File: config.mk
export PLATFORM = sky130hd
export DESIGN_NAME = riscv_multicycle_controller
export DESIGN_NICKNAME = d
export VERILOG_FILES = /design/src/rtl/riscv_multicycle_controller.sv
export SDC_FILE = /design/constraint.sdc
export NUM_CORES = 1
export LEC_CHECK = 0
export ABC_AREA = 1
export CAP_MARGIN = 10
export CORE_MARGIN = 10
export CORE_UTILIZATION = 40
export CTS_CLUSTER_DIAMETER = 40
export DETAILED_ROUTE_END_ITERATION = 10
export PLACE_DENSITY = 0.69
export RECOVER_POWER = 50
export SETUP_SLACK_MARGIN = 0.05
export SYNTH_ARGS = -nofsm -noshare
export SYNTH_HDL_FRONTEND = slang
export SYNTH_SLANG_ARGS = --single-unit
export TNS_END_PERCENT = 5
File: constraint.sdc
create_clock -name clk -period 4.76 [get_ports clk]
set_input_delay 0.952 -clock clk [delete_from_list [all_inputs] [get_ports clk]]
set_output_delay 0.952 -clock clk [all_outputs]
set_load 0.01 [all_outputs]
File: src/rtl/riscv_multicycle_controller.sv
// Main controller for the multi-cycle RISC-V core.
// Sequences the shared ALU, memory port and register file through
// fetch/decode/execute/memory/writeback. It also decodes op/func3/func7
// into datapath selects and counts retired instructions.
module riscv_multicycle_controller #(
    parameter int CNT_W = 32
) (
    input  logic             clk,
    input  logic             rst,
    input  logic [6:0]       op,
    input  logic [2:0]       func3,
    input  logic             func7,
    input  logic             zero,
    output logic             PCWrite,
    output logic             AdrSrc,
    output logic             MemWrite,
    output logic             IRWrite,
    output logic             RegWrite,
    output logic [1:0]       ResultSrc,
    output logic [1:0]       ALUSrcA,
    output logic [1:0]       ALUSrcB,
    output logic [2:0]       ImmSrc,
    output logic [2:0]       ALUControl,
    output logic             illegal,
    output logic [CNT_W-1:0] instret
);

    // Opcodes recognised in DECODE
    localparam logic [6:0] OP_LOAD  = 7'b0000011;
    localparam logic [6:0] OP_STORE = 7'b0100011;
    localparam logic [6:0] OP_RTYPE = 7'b0110011;
    localparam logic [6:0] OP_ITYPE = 7'b0010011;
    localparam logic [6:0] OP_BRNCH = 7'b1100011;
    localparam logic [6:0] OP_JAL   = 7'b1101111;
    localparam logic [6:0] OP_JALR  = 7'b1100111;
    localparam logic [6:0] OP_LUI   = 7'b0110111;

    // ALU operation codes
    localparam logic [2:0] ALU_ADD  = 3'b000;
    localparam logic [2:0] ALU_SUB  = 3'b001;
    localparam logic [2:0] ALU_AND  = 3'b010;
    localparam logic [2:0] ALU_OR   = 3'b011;
    localparam logic [2:0] ALU_SLT  = 3'b100;
    localparam logic [2:0] ALU_SLTU = 3'b101;
    localparam logic [2:0] ALU_XOR  = 3'b110;

    // Immediate formats
    localparam logic [2:0] IMM_I = 3'b000;
    localparam logic [2:0] IMM_S = 3'b001;
    localparam logic [2:0] IMM_B = 3'b010;
    localparam logic [2:0] IMM_J = 3'b011;
    localparam logic [2:0] IMM_U = 3'b100;

    // Result bus selects
    localparam logic [1:0] RES_ALUOUT = 2'b00;
    localparam logic [1:0] RES_MEM    = 2'b01;
    localparam logic [1:0] RES_ALU    = 2'b10;
    localparam logic [1:0] RES_IMM    = 2'b11;

    // ALU operand selects
    localparam logic [1:0] SRCA_PC    = 2'b00;
    localparam logic [1:0] SRCA_OLDPC = 2'b01;
    localparam logic [1:0] SRCA_RS1   = 2'b10;
    localparam logic [1:0] SRCB_REG   = 2'b00;
    localparam logic [1:0] SRCB_IMM   = 2'b01;
    localparam logic [1:0] SRCB_FOUR  = 2'b10;

    typedef enum logic [3:0] {
        S_FETCH,
        S_DECODE,
        S_MEMADR,
        S_MEMREAD,
        S_MEMWB,
        S_MEMWRITE,
        S_EXECR,
        S_EXECI,
        S_ALUWB,
        S_BRANCH,
        S_JAL,
        S_JALR,
        S_JALRPC,
        S_LUI,
        S_ILLEGAL
    } state_t;

    state_t           state_q, state_d;
    logic [CNT_W-1:0] instret_q, instret_d;
    logic             illegal_q, illegal_d;

    // Raw strobes before the reset gate
    logic pc_write_c, mem_write_c, ir_write_c, reg_write_c;

    // Arithmetic/logic operation for EXECR/EXECI; only R-type honours func7 for sub
    function automatic logic [2:0] alu_decode(input logic [2:0] f3,
                                              input logic       f7,
                                              input logic       is_rtype);
        logic [2:0] ctl;
        case (f3)
            3'b000:  ctl = (is_rtype && f7) ? ALU_SUB : ALU_ADD;
            3'b010:  ctl = ALU_SLT;
            3'b011:  ctl = ALU_SLTU;
            3'b100:  ctl = ALU_XOR;
            3'b110:  ctl = ALU_OR;
            3'b111:  ctl = ALU_AND;
            default: ctl = ALU_ADD;
        endcase
        return ctl;
    endfunction

    // Branch compare op and taken decision; blt/bge use slt so zero means "not less"
    function automatic logic [3:0] branch_decode(input logic [2:0] f3,
                                                 input logic       z);
        logic [2:0] ctl;
        logic       taken;
        case (f3)
            3'b000:  begin ctl = ALU_SUB; taken = z;    end
            3'b001:  begin ctl = ALU_SUB; taken = !z;   end
            3'b100:  begin ctl = ALU_SLT; taken = !z;   end
            3'b101:  begin ctl = ALU_SLT; taken = z;    end
            default: begin ctl = ALU_ADD; taken = 1'b0; end
        endcase
        return {ctl, taken};
    endfunction

    // State, retire counter and sticky illegal flag
    always_ff @(posedge clk or posedge rst) begin
        if (rst) begin
            state_q   <= S_FETCH;
            instret_q <= '0;
            illegal_q <= 1'b0;
        end else begin
            state_q   <= state_d;
            instret_q <= instret_d;
            illegal_q <= illegal_d;
        end
    end

    // Next-state sequencing
    always_comb begin
        state_d = state_q;
        case (state_q)
            S_FETCH:  state_d = S_DECODE;
            S_DECODE: begin
                case (op)
                    OP_LOAD, OP_STORE: state_d = S_MEMADR;
                    OP_RTYPE:          state_d = S_EXECR;
                    OP_ITYPE:          state_d = S_EXECI;
                    OP_BRNCH:          state_d = S_BRANCH;
                    OP_JAL:            state_d = S_JAL;
                    OP_JALR:           state_d = S_JALR;
                    OP_LUI:            state_d = S_LUI;
                    default:           state_d = S_ILLEGAL;
                endcase
            end
            S_MEMADR:   state_d = (op == OP_LOAD) ? S_MEMREAD : S_MEMWRITE;
            S_MEMREAD:  state_d = S_MEMWB;
            S_MEMWB:    state_d = S_FETCH;
            S_MEMWRITE: state_d = S_FETCH;
            S_EXECR:    state_d = S_ALUWB;
            S_EXECI:    state_d = S_ALUWB;
            S_ALUWB:    state_d = S_FETCH;
            S_BRANCH:   state_d = S_FETCH;
            S_JAL:      state_d = S_ALUWB;
            S_JALR:     state_d = S_JALRPC;
            S_JALRPC:   state_d = S_ALUWB;
            S_LUI:      state_d = S_FETCH;
            S_ILLEGAL:  state_d = S_ILLEGAL;
            default:    state_d = S_FETCH;
        endcase
    end

    // Retire on every return to FETCH; illegal latches once the trap state is entered
    always_comb begin
        instret_d = instret_q;
        if (state_d == S_FETCH && state_q != S_FETCH) begin
            instret_d = instret_q + CNT_W'(1);
        end
        illegal_d = illegal_q | (state_d == S_ILLEGAL);
    end

    // Per-state datapath controls (Moore, except BRANCH PCWrite which follows zero)
    always_comb begin
        pc_write_c  = 1'b0;
        mem_write_c = 1'b0;
        ir_write_c  = 1'b0;
        reg_write_c = 1'b0;
        AdrSrc      = 1'b0;
        ResultSrc   = RES_ALUOUT;
        ALUSrcA     = SRCA_PC;
        ALUSrcB     = SRCB_REG;
        ImmSrc      = IMM_I;
        ALUControl  = ALU_ADD;
        case (state_q)
            S_FETCH: begin
                ir_write_c = 1'b1;
                pc_write_c = 1'b1;
                ALUSrcA    = SRCA_PC;
                ALUSrcB    = SRCB_FOUR;
                ResultSrc  = RES_ALU;
            end
            S_DECODE: begin
                // Precompute oldPC + imm as the branch/jal target
                ALUSrcA = SRCA_OLDPC;
                ALUSrcB = SRCB_IMM;
                ImmSrc  = (op == OP_JAL) ? IMM_J : IMM_B;
            end
            S_MEMADR: begin
                ALUSrcA = SRCA_RS1;
                ALUSrcB = SRCB_IMM;
                ImmSrc  = (op == OP_STORE) ? IMM_S : IMM_I;
            end
            S_MEMREAD: begin
                AdrSrc    = 1'b1;
                ResultSrc = RES_ALUOUT;
            end
            S_MEMWB: begin
                ResultSrc   = RES_MEM;
                reg_write_c = 1'b1;
            end
            S_MEMWRITE: begin
                AdrSrc      = 1'b1;
                ResultSrc   = RES_ALUOUT;
                mem_write_c = 1'b1;
            end
            S_EXECR: begin
                ALUSrcA    = SRCA_RS1;
                ALUSrcB    = SRCB_REG;
                ALUControl = alu_decode(func3, func7, 1'b1);
            end
            S_EXECI: begin
                ALUSrcA    = SRCA_RS1;
                ALUSrcB    = SRCB_IMM;
                ImmSrc     = IMM_I;
                ALUControl = alu_decode(func3, func7, 1'b0);
            end
            S_ALUWB: begin
                ResultSrc   = RES_ALUOUT;
                reg_write_c = 1'b1;
            end
            S_BRANCH: begin
                ALUSrcA                  = SRCA_RS1;
                ALUSrcB                  = SRCB_REG;
                ResultSrc                = RES_ALUOUT;
                {ALUControl, pc_write_c} = branch_decode(func3, zero);
            end
            S_JAL, S_JALRPC: begin
                // Redirect PC to ALUOut while computing the link value oldPC + 4
                ALUSrcA    = SRCA_OLDPC;
                ALUSrcB    = SRCB_FOUR;
                ResultSrc  = RES_ALUOUT;
                pc_write_c = 1'b1;
            end
            S_JALR: begin
                // Target is rs1 + imm with the LSB left as computed
                ALUSrcA = SRCA_RS1;
                ALUSrcB = SRCB_IMM;
                ImmSrc  = IMM_I;
            end
            S_LUI: begin
                ImmSrc      = IMM_U;
                ResultSrc   = RES_IMM;
                reg_write_c = 1'b1;
            end
            default: begin
            end
        endcase
    end

    // Architectural strobes are suppressed for the whole reset interval
    assign PCWrite  = pc_write_c  & ~rst;
    assign MemWrite = mem_write_c & ~rst;
    assign IRWrite  = ir_write_c  & ~rst;
    assign RegWrite = reg_write_c & ~rst;
    assign illegal  = illegal_q;
    assign instret  = instret_q;

endmodule

==> results of run 1 <==
==> report_power, final <==
part / internal (mW) / leakage, nW / switching [mW]
clock: 0.115 / 0.0443 / 0.112
sequential: 0.352 / 0.500 / 0.0509
combinational: 0.218 / 0.938 / 0.364
total: 0.684 / 1.48 / 0.527
==> per-layer routing <==
| layer | track usage (%) | wire length [µm] |
|---|---|---|
| met3 | 3.68 | 431 |
| met1 | 19.1 | 3340 |
| met4 | 4.40 | 89 |
| met2 | 24.8 | 3600 |
| met5 | 0 | 0 |
==> cells in the final DEF (no fill, tap or decap) <==
master / netlist / layout
sky130_fd_sc_hd__o21ai_1: 7 / 4
sky130_fd_sc_hd__a21o_1: 1 / 1
sky130_fd_sc_hd__nand3_1: 30 / 30
sky130_fd_sc_hd__nor4_1: 1 / 1
sky130_fd_sc_hd__clkbuf_8: 0 / 6
sky130_fd_sc_hd__o41ai_1: 1 / 1
sky130_fd_sc_hd__o21ai_2: 1 / 1
sky130_fd_sc_hd__nor3_2: 4 / 1
sky130_fd_sc_hd__ha_1: 1 / 1
sky130_fd_sc_hd__o22ai_1: 1 / 1
sky130_fd_sc_hd__nor2_2: 5 / 4
sky130_fd_sc_hd__o21ai_0: 10 / 13
sky130_fd_sc_hd__nor2_4: 3 / 3
sky130_fd_sc_hd__a31oi_1: 1 / 1
sky130_fd_sc_hd__o21a_1: 1 / 1
sky130_fd_sc_hd__a21oi_1: 5 / 5
sky130_fd_sc_hd__inv_2: 5 / 4
sky130_fd_sc_hd__nand2_1: 133 / 134
sky130_fd_sc_hd__nand3b_1: 2 / 2
sky130_fd_sc_hd__dfrtp_1: 37 / 37
sky130_fd_sc_hd__a41oi_1: 1 / 1
sky130_fd_sc_hd__inv_1: 47 / 48
sky130_fd_sc_hd__clkdlybuf4s50_1: 0 / 58
sky130_fd_sc_hd__xor2_1: 18 / 18
sky130_fd_sc_hd__nor3_1: 16 / 19
sky130_fd_sc_hd__a211oi_1: 1 / 1
sky130_fd_sc_hd__xnor2_1: 9 / 9
sky130_fd_sc_hd__o31ai_1: 1 / 1
sky130_fd_sc_hd__nand4_1: 2 / 2
sky130_fd_sc_hd__dlygate4sd3_1: 0 / 5
sky130_fd_sc_hd__nand2_2: 2 / 1
sky130_fd_sc_hd__clkbuf_1: 0 / 2
sky130_fd_sc_hd__nor2_1: 52 / 53
==> sequential cells by signal, summed over array words and instances (netlist names) <==
name	count
instret	32
state_q	4
illegal	1
==> stage by stage <==
stage	util, %	power (mW)
after floorplan	-	0.787
after global placement	52.3	1.01
after global routing	53.3	1.30
after CTS	53.7	1.23
after detailed placement	52.3	1.01
final	53.3	1.21
==> critical path, cell delays in order <==
cell                              delay (ns)
sky130_fd_sc_hd__dlygate4sd3_1          0.57
sky130_fd_sc_hd__inv_1                  0.08
sky130_fd_sc_hd__nand2_1                0.05
sky130_fd_sc_hd__nor2_1                 0.11
sky130_fd_sc_hd__nand2_1                0.13
sky130_fd_sc_hd__o41ai_1                0.29
sky130_fd_sc_hd__clkdlybuf4s50_1        0.60
==> cell families after synthesis <==
| kind of cell | after synthesis | synth area share [%] |
|---|---|---|
| XOR/XNOR | 27 | 8.87 |
| AND/OR/NAND/NOR | 250 | 40.4 |
| AO/OA/AOI/OAI | 31 | 6.71 |
| buffers and inverters | 58 | 8.87 |
| adder cells (fa/ha/maj) | 1 | 0.469 |
| flip-flops | 37 | 34.7 |
==> how the worst max path moves through the flow <==
stage / startpoint / endpoint / slack, ns / depth (start not counted)
after floorplan: rst / RegWrite / 1.73 / 3
after global placement: op[1] / ImmSrc[0] / 1.19 / 6
after detailed placement: op[1] / ImmSrc[0] / 1.14 / 6
after CTS: op[1] / ImmSrc[0] / 1.14 / 6
after global routing: op[2] / ImmSrc[0] / 0.89 / 7
final: op[2] / ImmSrc[0] / 1.02 / 7
==> area by class of cell <==
| type | instances | area share (%) |
|---|---|---|
| clock buffer | 7 | 2.52 |
| inverter | 52 | 5.70 |
| multi-input combinational | 309 | 43.4 |
| sequential | 37 | 27.1 |
| tap | 77 | 2.82 |
| timing repair buffer | 64 | 18.5 |
==> run_summary.xml, run 1 <==
<?xml version="1.0" encoding="UTF-8"?>
<metrics>
  <group name="synthesis">
    <metric name="avgSynthCellArea" unit="µm²">6.60</metric>
    <metric name="ys_seq_area_share" unit="%">34.7</metric>
    <metric name="synth-seq-cells" unit="">37</metric>
    <metric name="post_synth_instance_area" unit="µm²">2670</metric>
    <metric name="synth_common_cells" unit="">sky130_fd_sc_hd__nand2_1, sky130_fd_sc_hd__nor2_1, sky130_fd_sc_hd__inv_1, sky130_fd_sc_hd__dfrtp_1, sky130_fd_sc_hd__nand3_1</metric>
    <metric name="postSynth.asyncResetShare" unit="%">100</metric>
    <metric name="synth.lib_cells_used.distinct" unit="">32</metric>
    <metric name="post-synth-top-count-cell" unit="">sky130_fd_sc_hd__nand2_1</metric>
    <metric name="synth.area.top_cells" unit="">sky130_fd_sc_hd__dfrtp_1, sky130_fd_sc_hd__nand2_1, sky130_fd_sc_hd__nor2_1</metric>
    <metric name="synth_edf_count" unit="">0</metric>
    <metric name="postSynthCellCount" unit="">404</metric>
    <metric name="synthesis.nets" unit="">419</metric>
    <metric name="synth_warnings" unit="">0</metric>
    <metric name="netlist.top_cell.by_area" unit="">sky130_fd_sc_hd__dfrtp_1</metric>
    <metric name="synth.top_cell.area_share" unit="%">34.7</metric>
    <metric name="synthFlopType" unit="">sky130_fd_sc_hd__dfrtp_1</metric>
  </group>
  <group name="sta">
    <metric name="fin_crit_share" unit="%">78.5</metric>
    <metric name="fin_skew" unit="ns">0.00587</metric>
    <metric name="tns" unit="ns">0</metric>
    <metric name="fin_hold_ws" unit="ns">0.464</metric>
    <metric name="timing.final.setup_violations" unit="">0</metric>
    <metric name="finalWorstPathRequiredPeriod" unit="ns">3.74</metric>
    <metric name="worst_pin_slew" unit="ns">1.97</metric>
    <metric name="rsz0062_at_grt" unit="">false</metric>
    <metric name="hold_viol" unit="">0</metric>
    <metric name="final_critical_path_setup_slack" unit="ns">1.02</metric>
    <metric name="slew_violations" unit="">38</metric>
    <metric name="relSlewSlack" unit="%">-31.3</metric>
    <metric name="fmax" unit="MHz">267</metric>
  </group>
  <group name="power">
    <metric name="ir_worst_vdd" unit="V">0.000233</metric>
    <metric name="p_leak" unit="nW">1.48</metric>
    <metric name="power_per_cell_area" unit="nW/µm²">354</metric>
  </group>
  <group name="critical_path">
    <metric name="worst_setup_path_category" unit="">input pin to output port</metric>
    <metric name="rr_worst_depth" unit="">8</metric>
    <metric name="critical_path_peak_fanout" unit="">5</metric>
    <metric name="regToRegEndpoint" unit="">instret[18]</metric>
    <metric name="setup.worst_path.start_class" unit="">input pin</metric>
    <metric name="timing.critical_path.arrival" unit="ns">2.79</metric>
    <metric name="worstPathRequired" unit="ns">3.81</metric>
    <metric name="cp-end-kind" unit="">output port</metric>
    <metric name="worst_r2r_startpoint" unit="">state_q[0]</metric>
    <metric name="timing.reg2reg.setup_slack" unit="ns">1.91</metric>
  </group>
  <group name="placed_design">
    <metric name="place_area" unit="µm²">3360</metric>
    <metric name="dp_hpwl" unit="µm">5950</metric>
    <metric name="numPlacedInstances" unit="">539</metric>
    <metric name="dp_worst_setup_slack" unit="ns">1.14</metric>
    <metric name="port_buf_inserts" unit="">63</metric>
    <metric name="gpl.final_weighted_congestion" unit="">0.956</metric>
  </group>
  <group name="routing">
    <metric name="drt-vias-per-instance" unit="">5.01</metric>
    <metric name="ant_nets" unit="">0</metric>
    <metric name="initialDrtViolationCount" unit="">201</metric>
    <metric name="remaining_drc_errors" unit="">0</metric>
    <metric name="routed_wirelength" unit="µm">7460</metric>
    <metric name="detail_route.first_pass.iterations" unit="">4</metric>
    <metric name="vias" unit="">2738</metric>
    <metric name="avg_wl_per_cell" unit="µm">13.7</metric>
  </group>
  <group name="global_routing">
    <metric name="grtUsageTotal" unit="%">15.1</metric>
    <metric name="overflow" unit="">0</metric>
    <metric name="first_global_vias" unit="">2667</metric>
    <metric name="grt_start_max_net_pins" unit="">38</metric>
    <metric name="grt_pass1_wl" unit="µm">12600</metric>
    <metric name="initial_antenna_violation_count" unit="">0</metric>
  </group>
  <group name="finish">
    <metric name="layout_cells_excl_fill" unit="">546</metric>
    <metric name="proportion_of_layout_cells_with_a_drive_suffix_above_1" unit="%">4.26</metric>
    <metric name="total_area_of_multi_input_combinational_cells" unit="µm²">1480</metric>
    <metric name="layout.nets" unit="">484</metric>
    <metric name="postLayoutCellArea" unit="µm²">3420</metric>
    <metric name="antenna-diode-count" unit="">0</metric>
    <metric name="synthToLayoutAreaGrowth" unit="%">28.3</metric>
    <metric name="layout.area.seq" unit="µm²">926</metric>
    <metric name="fill_cells" unit="">654</metric>
  </group>
  <group name="clock_network">
    <metric name="cts_root_buf" unit="">sky130_fd_sc_hd__clkbuf_8</metric>
    <metric name="post_cts_resized" unit="">0</metric>
    <metric name="post_cts.repair.setup_buffers" unit="">0</metric>
    <metric name="cts_sinks" unit="">37</metric>
    <metric name="cts_max_path_buffers" unit="">2</metric>
    <metric name="cts_tree" unit="">built</metric>
    <metric name="clock_latency" unit="ns">0.30</metric>
    <metric name="cts.htree.levels" unit="">2</metric>
    <metric name="number_of_buffers_created_by_cts" unit="">5</metric>
    <metric name="clkSlewWorstSetupHoldPaths" unit="ns">0.07</metric>
    <metric name="hold_fix_buffer_count_after_cts" unit="">0</metric>
  </group>
  <group name="worst_hold_path">
    <metric name="holdPathStages" unit="">2</metric>
    <metric name="hold-path-endpoint" unit="">illegal</metric>
    <metric name="min-delay-start" unit="">illegal</metric>
    <metric name="timing.hold.worst.class" unit="">register to register</metric>
  </group>
  <group name="outcome">
    <metric name="failing_checks" unit="">capacitance limit, slew limit</metric>
    <metric name="status" unit="">finished with violations</metric>
  </group>
  <group name="die">
    <metric name="die_height" unit="µm">102</metric>
    <metric name="rows" unit="">29</metric>
    <metric name="core-area" unit="µm²">6420</metric>
    <metric name="start_util" unit="%">41.5</metric>
    <metric name="chipWidth" unit="µm">102</metric>
    <metric name="die_area" unit="µm²">10300</metric>
    <metric name="ioPinCount" unit="">64</metric>
  </group>
  <group name="job">
    <metric name="max_cap_violations" unit="">1</metric>
  </group>
</metrics>
Power figures use the tool's default switching activity.
==> run 2: changes to the inputs <==
==> constraint.sdc (replaced) <==
create_clock -name clk -period 3.5 [get_ports clk]
set_input_delay 0.7 -clock clk [delete_from_list [all_inputs] [get_ports clk]]
set_output_delay 0.7 -clock clk [all_outputs]
set_load 0.01 [all_outputs]
==> run_summary.xml, run 2 (same netlist as run 1, synthesis figures left out) <==
<?xml version="1.0" encoding="UTF-8"?>
<metrics>
  <group name="clock_network">
    <metric name="cts_sinks" unit="">37</metric>
    <metric name="cts_root_buf" unit="">sky130_fd_sc_hd__clkbuf_8</metric>
    <metric name="post_cts.repair.setup_buffers" unit="">0</metric>
    <metric name="hold_fix_buffer_count_after_cts" unit="">0</metric>
    <metric name="clock_latency" unit="ns">0.30</metric>
    <metric name="cts_tree" unit="">built</metric>
    <metric name="number_of_buffers_created_by_cts" unit="">5</metric>
    <metric name="clkSlewWorstSetupHoldPaths" unit="ns">0.07</metric>
    <metric name="cts.htree.levels" unit="">2</metric>
    <metric name="post_cts_resized" unit="">0</metric>
    <metric name="cts_max_path_buffers" unit="">2</metric>
  </group>
  <group name="critical_path">
    <metric name="critical-path-max-stage-delay" unit="ns">0.60</metric>
    <metric name="timing.critical_path.arrival" unit="ns">2.53</metric>
    <metric name="worst_setup_path_category" unit="">input pin to output port</metric>
    <metric name="timing.critical_path.buf_inv" unit="">3</metric>
    <metric name="critical_path.cell_chain" unit="">dlygate4sd3_1, inv_1, nand2_1, nor2_1, nand2_1, o41ai_1, clkdlybuf4s50_1</metric>
    <metric name="critical_path.top_delay_family" unit="">buffers and inverters</metric>
    <metric name="setup.worst_path.start_class" unit="">input pin</metric>
    <metric name="cp-end-kind" unit="">output port</metric>
    <metric name="critical-path-slowest-cell" unit="">sky130_fd_sc_hd__clkdlybuf4s50_1</metric>
    <metric name="critPathMostFrequentCell" unit="">sky130_fd_sc_hd__nand2_1</metric>
    <metric name="worstPathRequired" unit="ns">2.80</metric>
    <metric name="critical_path_peak_fanout" unit="">5</metric>
  </group>
  <group name="die">
    <metric name="rows" unit="">29</metric>
    <metric name="start_util" unit="%">41.5</metric>
    <metric name="ioPinCount" unit="">64</metric>
    <metric name="core-area" unit="µm²">6420</metric>
    <metric name="chipWidth" unit="µm">102</metric>
    <metric name="die_height" unit="µm">102</metric>
    <metric name="die_area" unit="µm²">10300</metric>
  </group>
  <group name="sta">
    <metric name="timing.final.setup_violations" unit="">0</metric>
    <metric name="relSlewSlack" unit="%">-34.5</metric>
    <metric name="fmax" unit="MHz">310</metric>
    <metric name="tns" unit="ns">0</metric>
    <metric name="fin_crit_share" unit="%">92.2</metric>
    <metric name="fin_skew" unit="ns">0.00464</metric>
    <metric name="slew_violations" unit="">38</metric>
    <metric name="hold_viol" unit="">0</metric>
    <metric name="final_critical_path_setup_slack" unit="ns">0.272</metric>
    <metric name="finalWorstPathRequiredPeriod" unit="ns">3.23</metric>
    <metric name="worst_pin_slew" unit="ns">2.02</metric>
    <metric name="rsz0062_at_grt" unit="">false</metric>
  </group>
  <group name="power">
    <metric name="pwr_total" unit="mW">1.65</metric>
    <metric name="p_leak" unit="nW">1.52</metric>
    <metric name="ir_worst_vdd" unit="V">0.000348</metric>
    <metric name="power_per_cell_area" unit="nW/µm²">482</metric>
  </group>
  <group name="routing">
    <metric name="ant_nets" unit="">0</metric>
    <metric name="routed_wirelength" unit="µm">7510</metric>
    <metric name="initialDrtViolationCount" unit="">166</metric>
    <metric name="detail_route.first_pass.iterations" unit="">5</metric>
    <metric name="remaining_drc_errors" unit="">0</metric>
    <metric name="vias" unit="">2761</metric>
    <metric name="drt-vias-per-instance" unit="">5.06</metric>
    <metric name="avg_wl_per_cell" unit="µm">13.8</metric>
  </group>
  <group name="placed_design">
    <metric name="port_buf_inserts" unit="">63</metric>
    <metric name="gpl.final_weighted_congestion" unit="">0.956</metric>
    <metric name="dp_worst_setup_slack" unit="ns">0.379</metric>
    <metric name="dp_hpwl" unit="µm">5960</metric>
    <metric name="place_area" unit="µm²">3360</metric>
  </group>
  <group name="outcome">
    <metric name="failing_checks" unit="">capacitance limit, slew limit</metric>
    <metric name="status" unit="">finished with violations</metric>
  </group>
  <group name="finish">
    <metric name="layout.nets" unit="">484</metric>
    <metric name="postLayoutCellArea" unit="µm²">3420</metric>
    <metric name="total_area_of_multi_input_combinational_cells" unit="µm²">1480</metric>
    <metric name="layout.area.seq" unit="µm²">926</metric>
    <metric name="mostFrequentLayoutCell" unit="">sky130_fd_sc_hd__nand2_1</metric>
    <metric name="synthToLayoutAreaGrowth" unit="%">28.3</metric>
    <metric name="proportion_of_layout_cells_with_a_drive_suffix_above_1" unit="%">4.48</metric>
    <metric name="postLayoutCoreUtil" unit="%">53.3</metric>
    <metric name="fill_cells" unit="">655</metric>
    <metric name="number_of_flip_flops_under_the_largest_register_name" unit="">32</metric>
    <metric name="commonest_non_fill_non_tap_cells_in_the_layout" unit="">sky130_fd_sc_hd__nand2_1, sky130_fd_sc_hd__nor2_1, sky130_fd_sc_hd__clkdlybuf4s50_1, sky130_fd_sc_hd__inv_1, sky130_fd_sc_hd__dfrtp_1</metric>
    <metric name="antenna-diode-count" unit="">0</metric>
  </group>
  <group name="global_routing">
    <metric name="overflow" unit="">0</metric>
    <metric name="initial_antenna_violation_count" unit="">0</metric>
    <metric name="grtUsageTotal" unit="%">15.1</metric>
    <metric name="grt_start_max_net_pins" unit="">38</metric>
    <metric name="first_global_vias" unit="">2669</metric>
    <metric name="grt_pass1_wl" unit="µm">12600</metric>
  </group>
  <group name="worst_hold_path">
    <metric name="timing.hold.worst.class" unit="">register to register</metric>
  </group>
  <group name="job">
    <metric name="max_cap_violations" unit="">1</metric>
  </group>
</metrics>
==> run 2: cell count changes in the layout (fill, tap and decap cells not counted), sizes merged <==
cell / previous run / this run
clkdlybuf4s50: 58 / 48
dlygate4sd3: 5 / 15
==> run 2: power by group <==
| group | switching (mW) | total, mW | leakage (nW) | internal (mW) |
|---|---|---|---|---|
| clock network | 0.155 | 0.311 | 0.0443 | 0.156 |
| registers | 0.0682 | 0.546 | 0.500 | 0.478 |
| logic | 0.499 | 0.791 | 0.971 | 0.292 |
==> run 2: metrics by stage <==
step	hold slack (ns)	instances
after floorplan	0.500	404
after global placement	0.456	539
after detailed placement	0.449	539
after CTS	0.477	546
after global routing	0.483	546
final	0.464	546
==> run 2: routing by layer <==
| metal | track usage [%] | up-vias | share of wire, % |
|---|---|---|---|
| met3 | 3.74 | 10 | 6.5 |
| li1 | - | 1402 | - |
| met4 | 4.51 | 0 | 1.2 |
| met5 | 0 | - | 0 |
| met2 | 24.9 | 67 | 47 |
| met1 | 18.9 | 1282 | 45 |
==> run 2: worst min-delay path, cell delays in order, from the launching register on <==
cell                      delay [ns]
sky130_fd_sc_hd__dfrtp_1        0.35
sky130_fd_sc_hd__inv_1          0.04
sky130_fd_sc_hd__nand2_1        0.05
==> run 2: final cells by class <==
| class | instances | area share (%) |
|---|---|---|
| multi-input combinational | 309 | 43.4 |
| clock buffer | 7 | 2.52 |
| sequential | 37 | 27.1 |
| tap | 77 | 2.82 |
| timing repair buffer | 64 | 18.5 |
| inverter | 52 | 5.70 |
==> run 2: worst paths after layout <==
check	end	cells after the start	slack, ns	from
worst max-delay path	ImmSrc[0]	7	0.27	op[2]
worst min-delay path	illegal	2	0.46	illegal
worst max register to register	instret[18]	8	0.95	state_q[0]
worst min register to register	illegal	2	0.46	illegal
max in group asynchronous	state_q[0]	3	0.66	rst
min in group asynchronous	instret[10]	3	1.67	rst
==> run 3: changes to the inputs <==
--- a/config.mk
+++ b/config.mk
@@ -14,6 +14,7 @@
 export PLACE_DENSITY = 0.69
 export RECOVER_POWER = 50
 export SETUP_SLACK_MARGIN = 0.05
+export SKIP_CTS_REPAIR_TIMING = 1
 export SYNTH_ARGS = -nofsm -noshare
 export SYNTH_HDL_FRONTEND = slang
 export SYNTH_SLANG_ARGS = --single-unit
==> constraint.sdc (replaced) <==
create_clock -name clk -period 3.8 [get_ports clk]
set_input_delay 0.76 -clock clk [delete_from_list [all_inputs] [get_ports clk]]
set_output_delay 0.76 -clock clk [all_outputs]
set_load 0.05 [all_outputs]
==> run_summary.xml, run 3 (same netlist as run 1, synthesis figures left out) <==
<?xml version="1.0" encoding="UTF-8"?>
<metrics>
  <group name="global_routing">
    <metric name="initial_antenna_violation_count" unit="">0</metric>
    <metric name="grt_pass1_wl" unit="µm">13000</metric>
    <metric name="overflow" unit="">0</metric>
    <metric name="first_global_vias" unit="">2795</metric>
    <metric name="grt_start_max_net_pins" unit="">38</metric>
    <metric name="grtUsageTotal" unit="%">15.2</metric>
  </group>
  <group name="clock_network">
    <metric name="clkSlewWorstSetupHoldPaths" unit="ns">0.07</metric>
    <metric name="cts_tree" unit="">built</metric>
    <metric name="cts_root_buf" unit="">sky130_fd_sc_hd__clkbuf_8</metric>
    <metric name="cts_sinks" unit="">37</metric>
    <metric name="cts.htree.levels" unit="">2</metric>
    <metric name="cts_max_path_buffers" unit="">2</metric>
    <metric name="number_of_buffers_created_by_cts" unit="">5</metric>
    <metric name="clock_latency" unit="ns">0.29</metric>
  </group>
  <group name="power">
    <metric name="p_leak" unit="nW">1.48</metric>
    <metric name="pwr_total" unit="mW">1.80</metric>
    <metric name="ir_worst_vdd" unit="V">0.000228</metric>
    <metric name="power_per_cell_area" unit="nW/µm²">525</metric>
  </group>
  <group name="sta">
    <metric name="fmax" unit="MHz">288</metric>
    <metric name="final_critical_path_setup_slack" unit="ns">0.328</metric>
    <metric name="hold_viol" unit="">0</metric>
    <metric name="timing.final.setup_violations" unit="">0</metric>
    <metric name="rsz0062_at_grt" unit="">false</metric>
    <metric name="relSlewSlack" unit="%">-34.2</metric>
    <metric name="fin_skew" unit="ns">0.00582</metric>
    <metric name="worst_pin_slew" unit="ns">2.01</metric>
    <metric name="slew_violations" unit="">38</metric>
    <metric name="fin_crit_share" unit="%">91.4</metric>
    <metric name="tns" unit="ns">0</metric>
    <metric name="finalWorstPathRequiredPeriod" unit="ns">3.47</metric>
  </group>
  <group name="die">
    <metric name="die_height" unit="µm">102</metric>
    <metric name="die_area" unit="µm²">10300</metric>
    <metric name="core-area" unit="µm²">6420</metric>
    <metric name="start_util" unit="%">41.5</metric>
    <metric name="chipWidth" unit="µm">102</metric>
    <metric name="ioPinCount" unit="">64</metric>
    <metric name="rows" unit="">29</metric>
  </group>
  <group name="placed_design">
    <metric name="dp_hpwl" unit="µm">6060</metric>
    <metric name="port_buf_inserts" unit="">63</metric>
    <metric name="place_area" unit="µm²">3370</metric>
    <metric name="gpl.final_weighted_congestion" unit="">0.947</metric>
    <metric name="dp_worst_setup_slack" unit="ns">0.343</metric>
  </group>
  <group name="finish">
    <metric name="proportion_of_layout_cells_with_a_drive_suffix_above_1" unit="%">4.48</metric>
    <metric name="number_of_flip_flops_under_the_largest_register_name" unit="">32</metric>
    <metric name="commonest_non_fill_non_tap_cells_in_the_layout" unit="">sky130_fd_sc_hd__nand2_1, sky130_fd_sc_hd__clkdlybuf4s50_1, sky130_fd_sc_hd__nor2_1, sky130_fd_sc_hd__inv_1, sky130_fd_sc_hd__dfrtp_1</metric>
    <metric name="total_area_of_multi_input_combinational_cells" unit="µm²">1480</metric>
    <metric name="layout.area.seq" unit="µm²">926</metric>
    <metric name="postLayoutCellArea" unit="µm²">3430</metric>
    <metric name="synthToLayoutAreaGrowth" unit="%">28.5</metric>
    <metric name="postLayoutCoreUtil" unit="%">53.3</metric>
    <metric name="antenna-diode-count" unit="">0</metric>
    <metric name="fill_cells" unit="">664</metric>
    <metric name="layout.nets" unit="">484</metric>
    <metric name="mostFrequentLayoutCell" unit="">sky130_fd_sc_hd__nand2_1</metric>
  </group>
  <group name="critical_path">
    <metric name="critical_path_peak_fanout" unit="">5</metric>
    <metric name="critical-path-slowest-cell" unit="">sky130_fd_sc_hd__clkdlybuf4s50_1</metric>
    <metric name="setup.worst_path.start_class" unit="">input pin</metric>
    <metric name="worstPathRequired" unit="ns">3.04</metric>
    <metric name="cp-end-kind" unit="">output port</metric>
    <metric name="critical_path.cell_chain" unit="">clkdlybuf4s50_1, nor3_1, a21oi_1, a211oi_1, clkdlybuf4s50_1</metric>
    <metric name="timing.reg2reg.setup_slack" unit="ns">0.94</metric>
    <metric name="critical-path-max-stage-delay" unit="ns">0.84</metric>
    <metric name="timing.critical_path.arrival" unit="ns">2.71</metric>
    <metric name="critPathMostFrequentCell" unit="">sky130_fd_sc_hd__clkdlybuf4s50_1</metric>
    <metric name="worst_setup_path_category" unit="">input pin to output port</metric>
  </group>
  <group name="routing">
    <metric name="vias" unit="">2745</metric>
    <metric name="routed_wirelength" unit="µm">7550</metric>
    <metric name="avg_wl_per_cell" unit="µm">13.8</metric>
    <metric name="drt-vias-per-instance" unit="">5.03</metric>
    <metric name="initialDrtViolationCount" unit="">188</metric>
    <metric name="remaining_drc_errors" unit="">0</metric>
    <metric name="detail_route.first_pass.iterations" unit="">4</metric>
    <metric name="ant_nets" unit="">0</metric>
  </group>
  <group name="outcome">
    <metric name="failing_checks" unit="">capacitance limit, slew limit</metric>
    <metric name="status" unit="">finished with violations</metric>
  </group>
  <group name="worst_hold_path">
    <metric name="timing.hold.worst.class" unit="">register to register</metric>
  </group>
  <group name="job">
    <metric name="max_cap_violations" unit="">1</metric>
  </group>
</metrics>
## run 3: cell type report
class	instances	share of cell area, %
inverters	52	5.70
repair buffers	64	18.7
multi-input cells	309	43.2
clock buffers	7	2.52
flip-flops and latches	37	27.0
well taps	77	2.81
## run 3: worst paths after layout
| kind | to | cells after the start | startpoint |
|---|---|---|---|
| max reg2reg | instret[18] | 9 | state_q[1] |
| max | ALUControl[2] | 5 | func3[1] |
| min in group asynchronous | instret[10] | 3 | rst |
| max in group asynchronous | instret[18] | 3 | rst |
| min reg2reg | illegal | 2 | illegal |
| min | illegal | 2 | illegal |
## run 3: metrics by stage
step / cells / hold WS (ns)
after floorplan: 404 / 0.587
after global placement: 539 / 0.458
after detailed placement: 539 / 0.460
after CTS: 546 / 0.487
after global routing: 546 / 0.515
final: 546 / 0.473
## run 3: where the power goes
part | total [mW] | leakage, nW | switching [mW] | internal, mW
registers | 0.504 | 0.500 | 0.0637 | 0.441
clock network | 0.273 | 0.0443 | 0.130 | 0.144
logic | 1.02 | 0.939 | 0.743 | 0.277
## run 3: critical path, delay by kind of cell
family,cells,cell delay [ns]
buffers and inverters,2,1.32
AND/OR/NAND/NOR,1,0.38
AO/OA/AOI/OAI,2,0.26
## run 3: routing by layer
metal  part of all wire [%]  vias to the layer above  global-route usage, %
li1                       -                     1396                      -
met1                     44                     1263                   18.7
met2                     47                       72                   25.8
met3                    6.3                       14                   3.61
met4                    1.8                        0                   4.51
met5                      0                        -                      0
